`config.mk`:
```
export PLATFORM = sky130hd
export DESIGN_NAME = rssb_sequencer
export DESIGN_NICKNAME = d
export VERILOG_FILES = /design/src/rtl/rssb_pkg.sv /design/src/rtl/rssb_alu.sv /design/src/rtl/rssb_sequencer.sv
export SDC_FILE = /design/constraint.sdc
export NUM_CORES = 1
export LEC_CHECK = 0
export CAP_MARGIN = 0
export CORE_ASPECT_RATIO = 0.5
export CORE_MARGIN = 10
export CORE_UTILIZATION = 40
export DETAILED_ROUTE_END_ITERATION = 8
export PLACE_DENSITY = 0.8
export SLEW_MARGIN = 10
export SYNTH_ARGS = -nofsm -noshare
export SYNTH_HDL_FRONTEND = slang
export SYNTH_SLANG_ARGS = --single-unit
```
`constraint.sdc`:
```
create_clock -name clk -period 3.8 [get_ports clk]
set_input_delay 0.76 -clock clk [delete_from_list [all_inputs] [get_ports clk]]
set_output_delay 0.76 -clock clk [all_outputs]
set_load 0.1 [all_outputs]
```
`src/rtl/rssb_pkg.sv`:
```
// RSSB sequencer shared types and program-counter helpers.
package rssb_pkg;

   typedef enum logic [1:0] {
      S_FETCH,
      S_EXEC,
      S_HALT
   } state_t;

   function automatic logic [31:0] rom_base(input int unsigned width);
      return 32'd1 << (width - 1);
   endfunction

   // The ROM-select MSB stays pinned; only the low bits wrap.
   function automatic logic [31:0] pc_next(
      input logic [31:0] pc,
      input logic        skip,
      input int unsigned width
   );
      logic [31:0] low_mask;
      low_mask = rom_base(width) - 32'd1;
      return rom_base(width) | ((pc + (skip ? 32'd2 : 32'd1)) & low_mask);
   endfunction

endpackage

```
`src/rtl/rssb_alu.sv`:
```
// RSSB subtract unit: diff = mem[A] - acc, skip on a negative result.
module rssb_alu
   import rssb_pkg::*;
#(
   parameter int WIDTH = 8
) (
   input  logic signed [WIDTH-1:0] mem_rdata,
   input  logic signed [WIDTH-1:0] acc,
   output logic        [WIDTH-1:0] diff,
   output logic                    skip
);

   assign diff = mem_rdata - acc;
   assign skip = diff[WIDTH-1];

endmodule

```
`src/rtl/rssb_sequencer.sv`:
```
// RSSB one-instruction core sequencer, two cycles per instruction.
// Optional output port remap enabled by RSSB_OUTPORT_EN.
module rssb_sequencer
   import rssb_pkg::*;
#(
   parameter int               WIDTH     = 8,
   parameter logic [WIDTH-1:0] HALT_ADDR = {WIDTH{1'b1}},
   parameter logic [WIDTH-1:0] OUT_ADDR  = '0
) (
   input  logic                    clk,
   input  logic                    rst,
   input  logic                    en,
   input  logic signed [WIDTH-1:0] mem_rdata,
   output logic        [WIDTH-1:0] mem_addr,
   output logic        [WIDTH-1:0] mem_wdata,
   output logic                    mem_write,
   output logic        [WIDTH-1:0] pc,
   output logic signed [WIDTH-1:0] acc,
   output logic                    instr_done,
   output logic                    halted,
   output logic        [WIDTH-1:0] out_data,
   output logic                    out_valid
);

   localparam logic [WIDTH-1:0] ROM_BASE = WIDTH'(rom_base(WIDTH));

   state_t                  state, state_n;
   logic        [WIDTH-1:0] opnd, opnd_n;
   logic        [WIDTH-1:0] pc_n;
   logic signed [WIDTH-1:0] acc_n;
   logic        [WIDTH-1:0] diff;
   logic                    skip;
   logic                    done_n;
   logic                    out_hit;

   rssb_alu #(.WIDTH(WIDTH)) u_alu (
      .mem_rdata (mem_rdata),
      .acc       (acc),
      .diff      (diff),
      .skip      (skip)
   );

   assign mem_wdata = diff;
   assign halted    = (state == S_HALT);

   always_comb begin
      state_n   = state;
      opnd_n    = opnd;
      pc_n      = pc;
      acc_n     = acc;
      done_n    = 1'b0;
      mem_addr  = pc;
      mem_write = 1'b0;
      unique case (state)
         S_FETCH: begin
            if (en) begin
               opnd_n  = mem_rdata;
               state_n = ($unsigned(mem_rdata) == HALT_ADDR) ? S_HALT : S_EXEC;
            end
         end
         S_EXEC: begin
            mem_addr  = opnd;
            // ROM targets and the output port never reach memory.
            mem_write = en & ~opnd[WIDTH-1] & ~out_hit & ~rst;
            if (en) begin
               acc_n   = diff;
               pc_n    = WIDTH'(pc_next(32'(pc), skip, WIDTH));
               done_n  = 1'b1;
               state_n = S_FETCH;
            end
         end
         default: begin
         end
      endcase
   end

   always_ff @(posedge clk or posedge rst) begin
      if (rst) begin
         state      <= S_FETCH;
         pc         <= ROM_BASE;
         acc        <= '0;
         opnd       <= '0;
         instr_done <= 1'b0;
      end else begin
         state      <= state_n;
         pc         <= pc_n;
         acc        <= acc_n;
         opnd       <= opnd_n;
         instr_done <= done_n;
      end
   end

`ifdef RSSB_OUTPORT_EN
   assign out_hit = (opnd == OUT_ADDR);

   always_ff @(posedge clk or posedge rst) begin
      if (rst) begin
         out_data  <= '0;
         out_valid <= 1'b0;
      end else begin
         out_valid <= en & out_hit & (state == S_EXEC);
         if (en & out_hit & (state == S_EXEC)) out_data <= diff;
      end
   end
`else
   logic unused_out_addr;
   assign unused_out_addr = ^OUT_ADDR;
   assign out_hit         = 1'b0;
   assign out_data        = '0;
   assign out_valid       = 1'b0;
`endif

endmodule

```
* After elaboration in Yosys (flattened, before gate mapping) *
Cells that the tools add are included.

cells by class
  mux-type cells = 9
  bitwise operators = 4
  reductions and logical operators = 5
  equality and inequality tests = 5
  add/subtract/negate cells = 2

operators with widths
  cell                count
  $eq 8x8->1 const B  1
  $mux 2              4
  $mux 8              1
  $sub 8x8->8         1
  $add 7x2->7         1
  $ne 2x2->1 const B  2
  $pmux 2 s2          1
  $reduce_and 2->1    2
  $mux 1              3
  $reduce_and 3->1    1
  $and 1x1->1         2
  $eq 2x1->1 const B  1
  $eq 2x2->1 const B  1
  $logic_not 2->1     1
  $not 1->1           2
  $reduce_bool 2->1   1

word-level totals
  flip-flop bits (word level) = 26
  input bits = 11

* Depth between registers and ports, before layout *
Gate-level depths: netlist of run 1.

  depth after elaboration = 4
  gate-level depth with buffers = 14

* Hierarchy *
Synthesis of run 1 repeated with hierarchy kept, for this count alone.

unflattened totals
  cells, all modules = 144
  area total of the unflattened synthesis = 1,619.1 µm²

by module, submodules not included
  module          area an instance (µm²)  times used  sequential area each (µm²)  cells an instance
  rssb_sequencer  1,281.2                 1           650.6                       100
  rssb_alu        337.8                   1           0.0                         44

* Least setup slack after synthesis of run 1 *
Ideal clock, no wire load.

  path type = flip-flop to output port
  start point = reg state[1]
  end point = out mem_write
  arrival = 3.701 ns
  path slack = -0.661 ns
  buffers on the path = 0
  cell stages (with the launch flop) = 4
  cells stage by stage = dfrtp_1 -> and2b_4 -> nand2b_1 -> nor3b_1

between the ends
  cells in the longest elaborated chain, start to end = 2

ends and longest elaborated chain
  element                   RTL line              RTL
  start: declaration        rssb_sequencer.sv:27  state_t state, state_n;
  start signal: assignment  rssb_sequencer.sv:85  state <= state_n;
  $eq 2x1->1                rssb_sequencer.sv:54  unique case (state)
  $mux 1                    rssb_sequencer.sv:54
  end: declaration          rssb_sequencer.sv:16  output logic mem_write,

No other way between the ends.

* Worst setup path after layout of run 1 *
  start point = in mem_rdata[0]
  end point = out mem_wdata[6]

between the ends
  cells in the longest elaborated chain, start to end = 1

ends and longest elaborated chain
  element             RTL line              RTL
  start: declaration  rssb_sequencer.sv:13  input logic signed [WIDTH-1:0] mem_rdata,
  $sub 8x8->8         rssb_alu.sv:13        assign diff = mem_rdata - acc;
  end: declaration    rssb_sequencer.sv:15  output logic [WIDTH-1:0] mem_wdata,

No other way between the ends.

==> flow_summary.yaml, run 1 <==
grt:
  grt_pass1_wl_um: 8230
  grt_pass1_vias: 1696
  antenna_found_initial: 0
  grt_max_degree: 27
  gr-total-overflow: 0
  track_usage: 0.131
routing:
  drtIter0Drc: 100
  dr_total_vias: 1653
  viasPerCell: 5.47
  dr.pass1.iters: 4
  wl_um: 5040
  ant_nets: 0
  routedWlPerCell_um: 16.7
  drc: 0
synthesis:
  synth.distinct_cells: 47
  async_flop_share: 1.00
  avgSynthCellArea_um2: 8.97
  ys_seq_area_frac: 0.356
  yosys_most_used_dff: "dfrtp_1"
  yosys.area.top_type: "dfrtp_1"
  ys_ff_latch: 26
  synth_most_common_cell: "dfrtp_1"
  synth_area_um2: 1830
  synth_area_leaders: "dfrtp_1 (36%), mux2_2 (6.8%), ha_1 (5.5%), buf_4 (4.5%), o21ai_0 (4.1%)"
  synthTopCellsByCount: "dfrtp_1 (26), inv_1 (19), nand2_1 (19), o21ai_0 (15)"
  synth_top_area_share: 0.356
  synthCells: 204
  synth_warnings: 0
  synth_edf_count: 0
sta:
  whs_ns: 0.508
  drv_slew: 0
  finalHoldViolations: 0
  max_freq_mhz: 276
  worst_slew_pin_slew_ns: 1.05
  slew_headroom: 0.298
  period_share: 0.953
  rsz0062_at_grt: "no"
  setup_viol: 0
  skew_ns: 0.00601
  worst_slack_ns: 0.178
  setup_tns_ns: 0
  fin_crit_ns: 3.62
clocking:
  post_cts_buffers: 0
  cts_hold_buf: 0
  clock_latency_ns: 0.28
  cts_buffers: 3
  cts_buffer_depth: 2
  cts_resized: 0
  cts_tree: "done"
  cts.sinks: 26
  clk_pin_slew_ns: 0.09
  cts-htree-levels: 1
  cts_root_buffer: "clkbuf_8"
floorplan:
  fp.dieW_um: 116
  rows: 17
  die_h_um: 67.8
  initial_utilization: 0.415
  die_area_um2: 7840
  ioPinCount: 55
  coreArea_um2: 4400
critical_path:
  startpoint_type: "input pin"
  cp_cell_sequence: "clkdlybuf4s50_1, inv_1, ha_1, fa_1, nor2b_1, o21ai_1, a21boi_1, or3_1, nand3_1, buf_12"
  cp_max_fo: 4
  worstSetupPathType: "in -> out"
  cp_slowest_cell: "clkdlybuf4s50_1"
  required_ns: 3.04
  rr_endpoint: "pc[4]$_DFFE_PP0P_"
  reg2reg_depth: 13
  cpPeakStageDelay_ns: 0.49
  cp-end-kind: "output port"
  reg2reg_slack_ns: 0.91
  crit_arrival_ns: 2.86
  crit_path_end: "mem_wdata[6]"
  critPathLaunch: "mem_rdata[0]"
  worstReg2RegStart: "acc[4]$_DFFE_PP0P_"
cells_and_area:
  antenna_cells: 0
  syn_to_final_growth_pct: 31.6
  drive_gt1_frac: 0.192
  fin_nets: 266
min_path:
  hold_path.class: "reg -> reg"
outcome:
  outcome: "complete, no violations"
placed_design:
  place_ws_ns: 0.0649
  gp_congestion: 0.810
  hpwl_um: 3840
  io_buffers: 44
job:
  maxCapViolCount: 0
## sequential cells by signal (all words and copies together) (netlist names)
register	flops
opnd	8
state	2
pc	7
acc	8
instr_done	1
## critical path: cells and delay by family
family | cells | cell delay (ns)
fa+ha+maj | 2 | 0.65
buf+inv | 3 | 0.74
compound gates | 2 | 0.32
simple gates | 3 | 0.40
## cell families (layout without fill, tap and decap cells)
kind of cell,after synthesis,after routing,share of synthesized area
simple gates,67,67,0.194
xor+xnor,7,7,0.0335
flops,26,26,0.356
mux,12,12,0.0732
other cells,2,10,0.00411
buf+inv,37,70,0.104
fa+ha+maj,9,9,0.0657
compound gates,44,44,0.170
## how the worst min path moves through the flow
stage / start / endpoint / cells after the start
5_1_grt: opnd[7]$_DFFE_PP0P_ / opnd[7]$_DFFE_PP0P_ / 1
3_3_place_gp: opnd[0]$_DFFE_PP0P_ / opnd[0]$_DFFE_PP0P_ / 2
2_1_floorplan: opnd[0]$_DFFE_PP0P_ / opnd[0]$_DFFE_PP0P_ / 2
6_report: opnd[7]$_DFFE_PP0P_ / opnd[7]$_DFFE_PP0P_ / 1
3_5_place_dp: opnd[0]$_DFFE_PP0P_ / opnd[0]$_DFFE_PP0P_ / 2
4_1_cts: opnd[0]$_DFFE_PP0P_ / opnd[0]$_DFFE_PP0P_ / 2
## per-stage QoR
step / std cells / utilization / cell area [um^2]
CTS: 302 / 0.547 / 2410
floorplan: 212 / - / 1890
finish: 302 / 0.547 / 2410
global placement: 298 / 0.534 / 2350
detailed placement: 298 / 0.534 / 2350
global route: 302 / 0.547 / 2410
## cells in the final DEF (no fill, tap or decap), drive strengths merged, types with 2 or more instances in the layout
master / count
a211oi: 2
a21o: 3
a21oi: 4
a311oi: 4
and2: 3
and2b: 2
buf: 16
clkbuf: 4
clkdlybuf4s50: 29
conb: 10
dfrtp: 26
ha: 8
inv: 21
mux2: 11
nand2: 22
nand2b: 5
nand3: 6
nand4: 3
nor2: 9
nor2b: 2
nor3: 9
nor3b: 2
o211ai: 2
o21ai: 17
o311ai: 6
xnor2: 6
## layer usage
| metal | share of wire | vias up | global-route usage |
|---|---|---|---|
| li1 | - | 767 | - |
| met1 | 0.39 | 810 | 0.153 |
| met2 | 0.51 | 68 | 0.234 |
| met3 | 0.084 | 8 | 0.0314 |
| met4 | 0.016 | 0 | 0.0464 |
| met5 | 0 | - | 0 |
## layout make-up
cell class,count,area (um^2)
timing repair buffer,45,498
clock buffer,4,55.1
tap,57,71.3
sequential,26,651
multi-input combinational,149,1050
inverter,21,78.8
fill,375,2000
Power of run 1 is not shown: default switching activity piles up to over one toggle a cycle in this logic, so the estimate is an artifact.
==> run 2, diff against run 1 <==
--- a/config.mk
+++ b/config.mk
@@ -11,6 +11,7 @@
 export CORE_UTILIZATION = 40
 export DETAILED_ROUTE_END_ITERATION = 8
 export PLACE_DENSITY = 0.8
+export SKIP_CTS_REPAIR_TIMING = 1
 export SLEW_MARGIN = 10
 export SYNTH_ARGS = -nofsm -noshare
 export SYNTH_HDL_FRONTEND = slang
==> results of run 2 <==
No change in the layout: final DEF, timing and power equal those of run 1.
Power of run 2 is left out for the same reason.
==> run 3, diff against run 2 <==
--- a/config.mk
+++ b/config.mk
@@ -9,6 +9,7 @@
 export CORE_ASPECT_RATIO = 0.5
 export CORE_MARGIN = 10
 export CORE_UTILIZATION = 40
+export CTS_CLUSTER_DIAMETER = 40
 export DETAILED_ROUTE_END_ITERATION = 8
 export PLACE_DENSITY = 0.8
 export SKIP_CTS_REPAIR_TIMING = 1
@@ -16,3 +17,4 @@
 export SYNTH_ARGS = -nofsm -noshare
 export SYNTH_HDL_FRONTEND = slang
 export SYNTH_SLANG_ARGS = --single-unit
+export TNS_END_PERCENT = 30
==> constraint.sdc (replaced) <==
create_clock -name clk -period 4.68 [get_ports clk]
set_input_delay 0.936 -clock clk [delete_from_list [all_inputs] [get_ports clk]]
set_output_delay 0.936 -clock clk [all_outputs]
set_load 0.1 [all_outputs]
==> run 3 against run 2 <==
  * First-iteration DRC count shrank 5.0%
  * Register-to-register slack gained 0.94 ns
  * Design area shrank 3.2%
  * Clock skew grew 0.00060 ns
  * Global-route usage shrank 0.15 points
  * Wire length shrank 1.3%
  * Sequential cell count is the same
  * Sequential share of layout area grew 0.90 points
  * Hold slack lost 0.0074 ns
  * Worst setup slack gained 0.49 ns
  * Cell count shrank 0.33%
  * Via count shrank 3.0%
==> flow_summary.yaml, run 3 (synthesis gave the netlist of run 1 again) <==
grt:
  track_usage: 0.129
  gr-total-overflow: 0
  grt_pass1_vias: 1718
  grt_pass1_wl_um: 8110
  grt_max_degree: 27
  antenna_found_initial: 0
min_path:
  hold_path.class: "reg -> reg"
  hold_path_end: "state[1]$_DFFE_PP0P_"
  hold_depth: 1
  hp-start: "state[1]$_DFFE_PP0P_"
routing:
  drtIter0Drc: 95
  wl_um: 4970
  routedWlPerCell_um: 16.5
  viasPerCell: 5.33
  dr.pass1.iters: 4
  drc: 0
  ant_nets: 0
  dr_total_vias: 1603
sta:
  skew_ns: 0.00662
  drv_slew: 0
  finalHoldViolations: 0
  setup_viol: 0
  setup_tns_ns: 0
  worst_slew_pin_slew_ns: 1.02
  rsz0062_at_grt: "no"
  period_share: 0.858
  worst_slack_ns: 0.665
  max_freq_mhz: 249
  fin_crit_ns: 4.01
  slew_headroom: 0.321
critical_path:
  critical_path.top_delay_family: "buffers and inverters"
  rr_endpoint: "pc[2]$_DFFE_PP0P_"
  cpPeakStageDelay_ns: 0.48
  cp-end-kind: "output port"
  cp_max_fo: 4
  crit_arrival_ns: 3.08
  startpoint_type: "input pin"
  critPathLaunch: "mem_rdata[0]"
  reg2reg_slack_ns: 1.85
  required_ns: 3.74
  worst-path-buf-inv: 3
  cp_slowest_cell: "clkdlybuf4s50_1"
  worstReg2RegStart: "acc[6]$_DFFE_PP0P_"
  cp_cell_sequence: "clkdlybuf4s50_1, inv_1, ha_1, fa_1, nor2b_1, o21ai_1, a21boi_1, or3_1, nand3_1, buf_12"
  worstSetupPathType: "in -> out"
  reg2reg_depth: 13
cells_and_area:
  final_common_cell: "clkdlybuf4s50_1"
  antenna_cells: 0
  drive_gt1_frac: 0.143
  reg.largest.list: "acc x8, opnd x8, pc x7"
  final_cell_mix: "clkdlybuf4s50_1 (35), dfrtp_1 (26), inv_1 (19), nand2_1 (19), o21ai_0 (15)"
  fin_nets: 265
  syn_to_final_growth_pct: 27.4
clocking:
  cts_buffer_depth: 2
  clk_pin_slew_ns: 0.10
  cts-htree-levels: 1
  cts_buffers: 3
  cts_root_buffer: "clkbuf_8"
  cts_tree: "done"
  cts.sinks: 26
  clock_latency_ns: 0.28
floorplan:
  die_area_um2: 7840
  initial_utilization: 0.415
  coreArea_um2: 4400
  rows: 17
  die_h_um: 67.8
  fp.dieW_um: 116
  ioPinCount: 55
placed_design:
  hpwl_um: 3730
  io_buffers: 44
  gp_congestion: 0.852
  place_ws_ns: 0.698
job:
  maxCapViolCount: 0
outcome:
  outcome: "complete, no violations"
## run 3: cell count changes in the layout (fill, tap and decap cells not counted), moves of 3 or more
cell             before  now
xnor2_1               3    6
xnor2_2               3    0
clkdlybuf4s50_1      29   35
buf_4                 9    6
o21ai_1               7    2
buf_12                7    3
o21ai_0              10   15
## run 3: worst reg2reg max path, stage by stage, from the launching register on
cell and delay, ns:
dfrtp_1 0.35, inv_1 0.06, ha_1 0.40, a21o_1 0.24
or2_4 0.27, o21bai_4 0.22, nand2_4 0.10, inv_2 0.15
xnor2_1 0.10, ha_1 0.25, inv_1 0.16, nor3_1 0.08
a311oi_1 0.21, o311ai_1 0.14
## run 3: worst max-delay path by stage
| stage | slack [ns] | cells after the start | endpoint |
|---|---|---|---|
| after floorplan | 0.04 | 3 | mem_write |
| after global placement | 0.76 | 10 | mem_wdata[6] |
| after detailed placement | 0.70 | 10 | mem_wdata[6] |
| after CTS | 0.68 | 10 | mem_wdata[6] |
| after global routing | 0.56 | 10 | mem_wdata[6] |
| final | 0.67 | 10 | mem_wdata[6] |
## run 3: area by class of cell
| cell class | instances | area, um^2 |
|---|---|---|
| Fill cell | 385 | 2070 |
| Timing Repair Buffer | 44 | 455 |
| Inverter | 21 | 78.8 |
| Clock buffer | 4 | 55.1 |
| Multi-Input combinational cell | 149 | 1020 |
| Sequential cell | 26 | 651 |
| Tap cell | 57 | 71.3 |
## run 3: metal layers
metal,part of all wire,GRT usage,vias to the layer above
met5,0,0,-
met4,0.021,0.0728,0
met3,0.061,0.0340,8
met2,0.51,0.241,47
met1,0.41,0.133,782
li1,-,-,766
## run 3: metrics by stage
stage / hold WS (ns) / std cells / utilization / cell area (um^2)
5_1_grt: 0.526 / 301 / 0.529 / 2330
3_3_place_gp: 0.468 / 297 / 0.517 / 2270
2_1_floorplan: 0.444 / 212 / - / 1860
4_1_cts: 0.504 / 301 / 0.529 / 2330
6_report: 0.501 / 301 / 0.529 / 2330
3_5_place_dp: 0.485 / 297 / 0.517 / 2270
Power of run 3 is left out for the same reason.
